$ cat src/rtl/pc_unit.sv
// pc_unit: program counter with a return-address stack.
// Supports increment, absolute load, relative branch, call and return.
// The return stack has overflow and underflow flags that stay set until cleared.
// adrs_out comes straight from a register, so no input reaches it combinationally.
module pc_unit #(
  parameter int AW       = 8,
  parameter int DEPTH    = 4,
  parameter logic [AW-1:0] RST_ADDR = '0
) (
  input  logic                           clk,
  input  logic                           rst,
  input  logic                           c_e,
  input  logic                           en_pc,
  input  logic [2:0]                     op,
  input  logic [AW-1:0]                  adrs_in,
  input  logic                           clr_err,
  output logic [AW-1:0]                  adrs_out,
  output logic [$clog2(DEPTH+1)-1:0]     stk_cnt,
  output logic                           stk_full,
  output logic                           stk_empty,
  output logic                           err_ovf,
  output logic                           err_unf
);

  localparam int CW = $clog2(DEPTH + 1);
  localparam int IW = (DEPTH > 1) ? $clog2(DEPTH) : 1;

  localparam logic [2:0] OP_INC    = 3'b000;
  localparam logic [2:0] OP_LOAD   = 3'b001;
  localparam logic [2:0] OP_BRANCH = 3'b010;
  localparam logic [2:0] OP_CALL   = 3'b011;
  localparam logic [2:0] OP_RET    = 3'b100;

  logic [AW-1:0] stack_mem [DEPTH];

  logic [AW-1:0] adrs_inc;
  logic [CW-1:0] cnt_minus;
  logic [IW-1:0] push_idx;
  logic [IW-1:0] pop_idx;

  logic [AW-1:0] next_adrs;
  logic [CW-1:0] next_cnt;
  logic          do_push;
  logic          set_ovf;
  logic          set_unf;

  assign stk_full  = (stk_cnt == CW'(DEPTH));
  assign stk_empty = (stk_cnt == '0);

  assign adrs_inc  = adrs_out + AW'(1);
  assign cnt_minus = stk_cnt - CW'(1);
  // A push only happens below DEPTH and a pop only above zero.
  // Both indices therefore stay inside the storage array.
  assign push_idx  = stk_cnt[IW-1:0];
  assign pop_idx   = cnt_minus[IW-1:0];

  // Work out the next address, the next stack count and any error event for the current op.
  always_comb begin
    next_adrs = adrs_out;
    next_cnt  = stk_cnt;
    do_push   = 1'b0;
    set_ovf   = 1'b0;
    set_unf   = 1'b0;
    if (en_pc) begin
      case (op)
        OP_INC:    next_adrs = adrs_inc;
        OP_LOAD:   next_adrs = adrs_in;
        // Both operands are AW bits wide, so the modular sum already sign-extends the offset.
        OP_BRANCH: next_adrs = adrs_out + adrs_in;
        OP_CALL: begin
          if (stk_full) begin
            set_ovf = 1'b1;
          end else begin
            do_push   = 1'b1;
            next_cnt  = stk_cnt + CW'(1);
            next_adrs = adrs_in;
          end
        end
        OP_RET: begin
          if (stk_empty) begin
            set_unf = 1'b1;
          end else begin
            next_adrs = stack_mem[pop_idx];
            next_cnt  = cnt_minus;
          end
        end
        default: ;
      endcase
    end
  end

  // Address, stack count and error flags, all gated by the clock enable.
  // In each flag update, a set on the same edge takes priority over clr_err.
  always_ff @(posedge clk or negedge rst) begin
    if (!rst) begin
      adrs_out <= RST_ADDR;
      stk_cnt  <= '0;
      err_ovf  <= 1'b0;
      err_unf  <= 1'b0;
    end else if (c_e) begin
      adrs_out <= next_adrs;
      stk_cnt  <= next_cnt;
      err_ovf  <= set_ovf | (err_ovf & ~clr_err);
      err_unf  <= set_unf | (err_unf & ~clr_err);
    end
  end

  // Return-address storage, written only on a successful CALL.
  // It has no reset: the stack count decides which entries are valid.
  always_ff @(posedge clk) begin
    if (c_e && do_push) begin
      stack_mem[push_idx] <= adrs_inc;
    end
  end

endmodule

$ cat config.mk
export PLATFORM = sky130hd
export DESIGN_NAME = pc_unit
export DESIGN_NICKNAME = d
export VERILOG_FILES = /design/src/rtl/pc_unit.sv
export SDC_FILE = /design/constraint.sdc
export NUM_CORES = 1
export LEC_CHECK = 0
export CAP_MARGIN = 10
export CORE_MARGIN = 2
export CORE_UTILIZATION = 60
export CTS_CLUSTER_DIAMETER = 120
export DETAILED_ROUTE_END_ITERATION = 12
export PLACE_DENSITY_LB_ADDON = 0.05
export SYNTH_ARGS = -nofsm -noshare
export SYNTH_HDL_FRONTEND = slang
export SYNTH_SLANG_ARGS = --single-unit
$ cat constraint.sdc
create_clock -name clk -period 6.2 [get_ports clk]
set_input_delay 1.24 -clock clk [delete_from_list [all_inputs] [get_ports clk]]
set_output_delay 1.24 -clock clk [all_outputs]
set_load 0.01 [all_outputs]
==> impl_metrics.ini, run 1 <==
[run_status]
outcome = finished clean

[clocking]
cts-root-buf = clkbuf_8
cts.repair.resized = 0
cts_buffers = 5
hold_buffers = 0
clock_latency_ns = 0.29
path_clk_slew_ns = 0.09
clk_path_buf_depth = 2
cts_tree = done
h-tree-depth = 2
cts_setup_buffers = 0
cts_sinks = 45

[drt]
via_per_inst = 6.381
wire_per_inst_um = 19.29
ant_nets = 0
vias = 1908
wl_um = 5769
drc = 0
drtPass1Iterations = 5
drtIter0Drc = 179

[floorplan]
pin_count = 31
die-area_sq_mm = 0.004898
core_area_sq_mm = 0.004086
die_h_um = 69.99
fp.dieW_um = 69.99
fp-row-count = 23
start_util_pct = 63.93

[grt]
grt_usage_pct = 24.28
grt_first_pass_wirelength_um = 9287
grt_pass1_vias = 1845
grt_overflow = 0
grt_max_degree = 23
antenna_found_initial = 0

[synth]
ys_warn_count = 0
synth_edf_count = 32
synthArstFlopShare_pct = 28.89
syn-mean-instance-area_sq_um = 11.88
synth_nets = 250
syn_inst = 220
netlist_area_sq_mm = 0.002613
ys_types = 53
ys.flop_type = edfxtp_1
seq_area_frac_synth_pct = 49.23
ys_ff_latch = 45

[sta]
tns_ns = 0
relSlewSlack_pct = 49.38
tightest_slew_ns = 0.7569
period_needed_ns = 3.477
rsz0062_at_grt = false
setup_viol = 0
slew_violations = 0
clock.fmax_mhz = 287.6
whs_ns = 0.5230
final_hold_viol_count = 0
period_share_pct = 56.08
clock_skew_ns = 0.01072

[power]
power_frac_comb_pct = 42.8
power.switching_mw = 0.4080
internal-power_mw = 0.7044
switching_share_pct = 36.68
clock_power_share_pct = 15.7
power_density_mw_per_mm2 = 372.9
p_leak_nw = 1.125
pwr-share-seq_pct = 41.4
power.total_mw = 1.112
vdd_drop_max_v = 0.0002662

[setup_path]
worstPathMaxFanout = 13
end_kind = output pin
path_class = register to output pin
slowest_stage = dfrtp_1
cp_data_required_time_ns = 4.96
worstPathArrival_ns = 2.24
cp-start-kind = register
cp_slowest_stage_delay_ns = 0.60
crit_path_cell_trace = inv_1, ha_1, nor2b_1, clkdlybuf4s50_1

[min_path]
holdCritPathClass = register to register

[final_layout]
area_delta_synth_final_pct = 14.18
antenna_cells = 0
drive_gt1_share_pct = 7.631
layout.cells.non_filler = 299
fin_nets = 278
fin_area_sq_mm = 0.002983

[placed_design]
gp_congestion = 0.9240
portBuffers = 30
dp_hpwl_um = 4365
dp.cells = 291
placed_area_sq_mm = 0.002895

[run]
cap_violations = 0
==> per-layer routing <==
metal	routed length [um]	global-route usage [%]
met5	0	0
met4	77	7.051
met2	2785	40.32
met3	378	4.185
met1	2527	33.04
==> per-stage QoR <==
step                worst slack (ns)  utilization [%]
floorplan                      3.442                -
finish                         2.723            72.99
detailed placement             2.662            70.85
global placement               2.688            70.85
global route                   2.579            72.99
CTS                            2.711            72.99
==> cells by family after synthesis <==
kind of cell / synth area share (%)
xor gates and xnor gates: 4.358
AOI/OAI and AO/OA: 14.56
buffers and inverters: 4.645
muxes: 7.184
adders and majority gates: 7.376
and+or+nand+nor: 12.64
DFF: 49.23
==> worst max-delay path, delay by kind of cell (launching register included) <==
| kind | cells | cell delay (ns) |
|---|---|---|
| buf+inv | 2 | 0.81 |
| simple gates | 1 | 0.32 |
| flops | 1 | 0.60 |
| fa+ha+maj | 1 | 0.21 |
==> cells in the final DEF, fill, tap and decap left out, drive strengths merged, types with 2 or more instances in the layout <==
cell type      instances
a21o                   4
xor2                   3
inv                    9
nand3                  7
nor2                  13
nand3b                 2
a21oi                 13
and2                   6
clkbuf                 6
clkdlybuf4s50         30
nand2                 18
mux4                   8
a31oi                  4
a22oi                  2
and3                   3
edfxtp                32
nand4                  4
o22ai                  6
a22o                   2
xnor2                 10
a211o                  2
o21ai                  9
ha                    13
a211oi                 4
clkinvlp               2
dfrtp                 13
nor3                   3
==> state kept, by name (all words and copies together), names as in the netlist <==
| register | flops |
|---|---|
| err_ovf | 1 |
| stk_cnt | 3 |
| err_unf | 1 |
| stack_mem | 32 |
| adrs_out | 8 |
==> worst paths after layout <==
path                                        start                       to  slack, ns  cells past startpoint
max                        stk_cnt[0]$_DFFE_PN0P_                stk_empty       2.72                      4
min                           err_ovf$_DFFE_PN0P_      err_ovf$_DFFE_PN0P_       0.52                      1
max reg2reg                stk_cnt[0]$_DFFE_PN0P_  adrs_out[7]$_DFFE_PN0P_       3.62                      6
min reg2reg                   err_ovf$_DFFE_PN0P_      err_ovf$_DFFE_PN0P_       0.52                      1
max in group asynchronous                     rst  adrs_out[3]$_DFFE_PN0P_       4.42                      1
min in group asynchronous                     rst   stk_cnt[2]$_DFFE_PN0P_       1.34                      1
==> power by group through the flow <==
stage / combinational (mW) / sequential, mW / clock [mW]
after floorplan: 0.334 / 0.451 / 0
after global placement: 0.459 / 0.464 / 0
after detailed placement: 0.471 / 0.467 / 0
after CTS: 0.474 / 0.460 / 0.181
after global routing: 0.517 / 0.470 / 0.194
final: 0.476 / 0.461 / 0.175
==> synth_stat cells (all sizes together), types with 2 or more instances <==
master / number / area (sq um)
a22o: 2 / 17.52
a21o: 4 / 30.03
nand4: 4 / 25.02
o22ai: 6 / 43.79
a21oi: 13 / 65.06
mux4: 8 / 187.7
xor2: 3 / 26.28
o21ai: 9 / 45.04
buf: 7 / 56.30
dfrtp: 13 / 325.3
edfxtp: 32 / 960.9
xnor2: 10 / 87.58
clkbuf: 3 / 31.28
nand2: 18 / 67.56
nor2: 13 / 51.30
a211o: 2 / 17.52
inv: 9 / 33.78
and2: 6 / 37.54
nor3: 3 / 15.01
a211oi: 4 / 30.03
a31oi: 4 / 25.02
nand3b: 2 / 15.01
nand3: 7 / 35.03
and3: 3 / 18.77
ha: 13 / 162.7
a22oi: 2 / 15.01
==> area by class of cell <==
cell class	instances	area [sq um]
Clock buffer	6	72.57
Clock inverter	2	15.01
Fill cell	286	1104
Inverter	9	33.78
Multi-Input combinational cell	156	1205
Sequential cell	45	1286
Tap cell	50	62.56
Timing Repair Buffer	31	307.8
Note: power is estimated with default switching activity, not from simulation.
==> run 2: changes to the inputs <==
Settings changed: CORE_UTILIZATION 60 to 50.
Clock period 6.2 ns to 2.87 ns, I/O delays scaled along.
==> run 2 against run 1 <==
  * First-iteration DRC count shrank 20%
  * Register-to-register slack lost 2.9 ns
  * Core utilization shrank 13 points
  * Die area grew 19%
  * Via count shrank 3.0%
  * Sequential share of layout area shrank 1.1 points
  * Cell count grew 9.0%
  * Sequential cell count is the same
  * Combinational power grew 130%
  * Routed wire length grew 2.5%
  * Critical endpoint is now stk_full
==> impl_metrics.ini, run 2 (synthesis results as in run 1) <==
[run_status]
outcome = finished clean

[drt]
wl_met1_um = 2784
drtPass1Iterations = 4
drtIter0Drc = 143
wire_per_inst_um = 18.14
wl_um = 5915
drc = 0
via_per_inst = 5.678
dr_wl_met3_um = 284
top_layer = met4
ant_nets = 0
vias = 1851
dr_wl_met2_um = 2789

[grt]
grt_first_pass_wirelength_um = 9818
grt_max_degree = 21
grt_usage_pct = 21.92
grt_pass1_vias = 1872
grt_overflow = 0
antenna_found_initial = 0

[clocking]
h-tree-depth = 2
cts_setup_buffers = 0
cts_buffers = 5
hold_buffers = 0
clk_path_buf_depth = 2
clock_latency_ns = 0.29
cts_tree = done
path_clk_slew_ns = 0.09
cts-root-buf = clkbuf_8
cts.repair.resized = 0
cts_sinks = 45

[setup_path]
end_kind = output pin
cp_top_family = buffers and inverters
worstPathArrival_ns = 1.86
worstPathMaxFanout = 5
cp_slowest_stage_delay_ns = 0.58
cp-start-kind = register
crit_path_cell_trace = inv_1, ha_1, and2_1, clkdlybuf4s50_1
cp_num_buf_inv = 2
path_class = register to output pin
cp_data_required_time_ns = 2.30
slowest_stage = clkdlybuf4s50_1

[final_layout]
layout_commonest_cell = edfxtp_1
antenna_cells = 0
fin_nets = 285
drive_gt1_share_pct = 10.16
area_delta_synth_final_pct = 17.15
final_cell_mix = edfxtp_1, clkdlybuf4s50_1, nand2_1
largest_reg_flops = 32
fin_area_sq_mm = 0.003060
reg.largest.list = stack_mem (32), adrs_out (8), stk_cnt (3)
fill_cells = 453
layout.cells.non_filler = 326
regMostFlops = stack_mem

[sta]
slew_violations = 0
clock.fmax_mhz = 410.4
setup_viol = 0
period_needed_ns = 2.437
relSlewSlack_pct = 52.70
clock_skew_ns = 0.009192
tightest_slew_ns = 0.7073
tns_ns = 0
rsz0062_at_grt = false
final_hold_viol_count = 0
period_share_pct = 84.91

[placed_design]
placed_area_sq_mm = 0.002973
portBuffers = 30
gp_congestion = 0.8807
dp.cells = 318
dp_hpwl_um = 4407

[min_path]
holdCritPathClass = register to register

[floorplan]
start_util_pct = 51.48
die-area_sq_mm = 0.005819
core_area_sq_mm = 0.005075
fp.dieW_um = 76.29
die_h_um = 76.29
pin_count = 31
fp-row-count = 26

[power]
power_density_mw_per_mm2 = 796.9
p_leak_nw = 1.158
vdd_drop_max_v = 0.0005665

[run]
cap_violations = 0
-- run 2: where the power goes --
group          total (mW)  leakage [nW]  internal (mW)  switching [mW]
registers           0.960         0.446          0.834           0.126
logic                1.10         0.675          0.543           0.553
clock network       0.383        0.0374          0.172           0.212
-- run 2: worst register-to-register path: stages (launching register included) --
cell     delay, ns
dfrtp_1       0.50
ha_1          0.39
a21o_1        0.20
a31o_2        0.25
o211a_1       0.21
a211o_1       0.26
a22o_1        0.19
-- run 2: area by class of cell --
type                    count  area [sq um]  share of cell area, %
flip-flops and latches     45          1286                  42.03
well taps                  70         87.58                  2.862
clock inverters             2         15.01                 0.4906
repair buffers             38         360.3                  11.77
inverters                   9         33.78                  1.104
clock buffers               6         72.57                  2.371
multi-input cells         156          1205                  39.37
-- run 2: worst paths after layout --
check	from	endpoint	slack, ns	depth (start not counted)
setup / recovery	stk_cnt[1]$_DFFE_PN0P_	stk_full	0.43	4
hold / removal	err_unf$_DFFE_PN0P_	err_unf$_DFFE_PN0P_	0.49	2
setup reg to reg	adrs_out[4]$_DFFE_PN0P_	adrs_out[7]$_DFFE_PN0P_	0.76	6
hold reg to reg	err_unf$_DFFE_PN0P_	err_unf$_DFFE_PN0P_	0.49	2
max in group asynchronous	rst	stk_cnt[0]$_DFFE_PN0P_	1.72	1
min in group asynchronous	rst	stk_cnt[2]$_DFFE_PN0P_	0.70	1
-- run 2: metrics by stage --
| stage | setup WS (ns) | total power [mW] | hold slack, ns | util, % |
|---|---|---|---|---|
| floorplan | 0.6469 | 1.695 | 0.2784 | - |
| global placement | 0.2629 | 2.071 | 0.4692 | 58.58 |
| detailed placement | 0.2480 | 2.072 | 0.4671 | 58.58 |
| CTS | 0.4035 | 2.460 | 0.4940 | 60.31 |
| global route | 0.2978 | 2.611 | 0.5423 | 60.31 |
| finish | 0.4332 | 2.439 | 0.4913 | 60.31 |
-- run 2: layer usage --
| layer | track usage (%) | vias to the layer above |
|---|---|---|
| li1 | - | 907 |
| met1 | 31.28 | 887 |
| met2 | 34.96 | 53 |
| met3 | 3.791 | 4 |
| met4 | 6.000 | 0 |
| met5 | 0 | - |
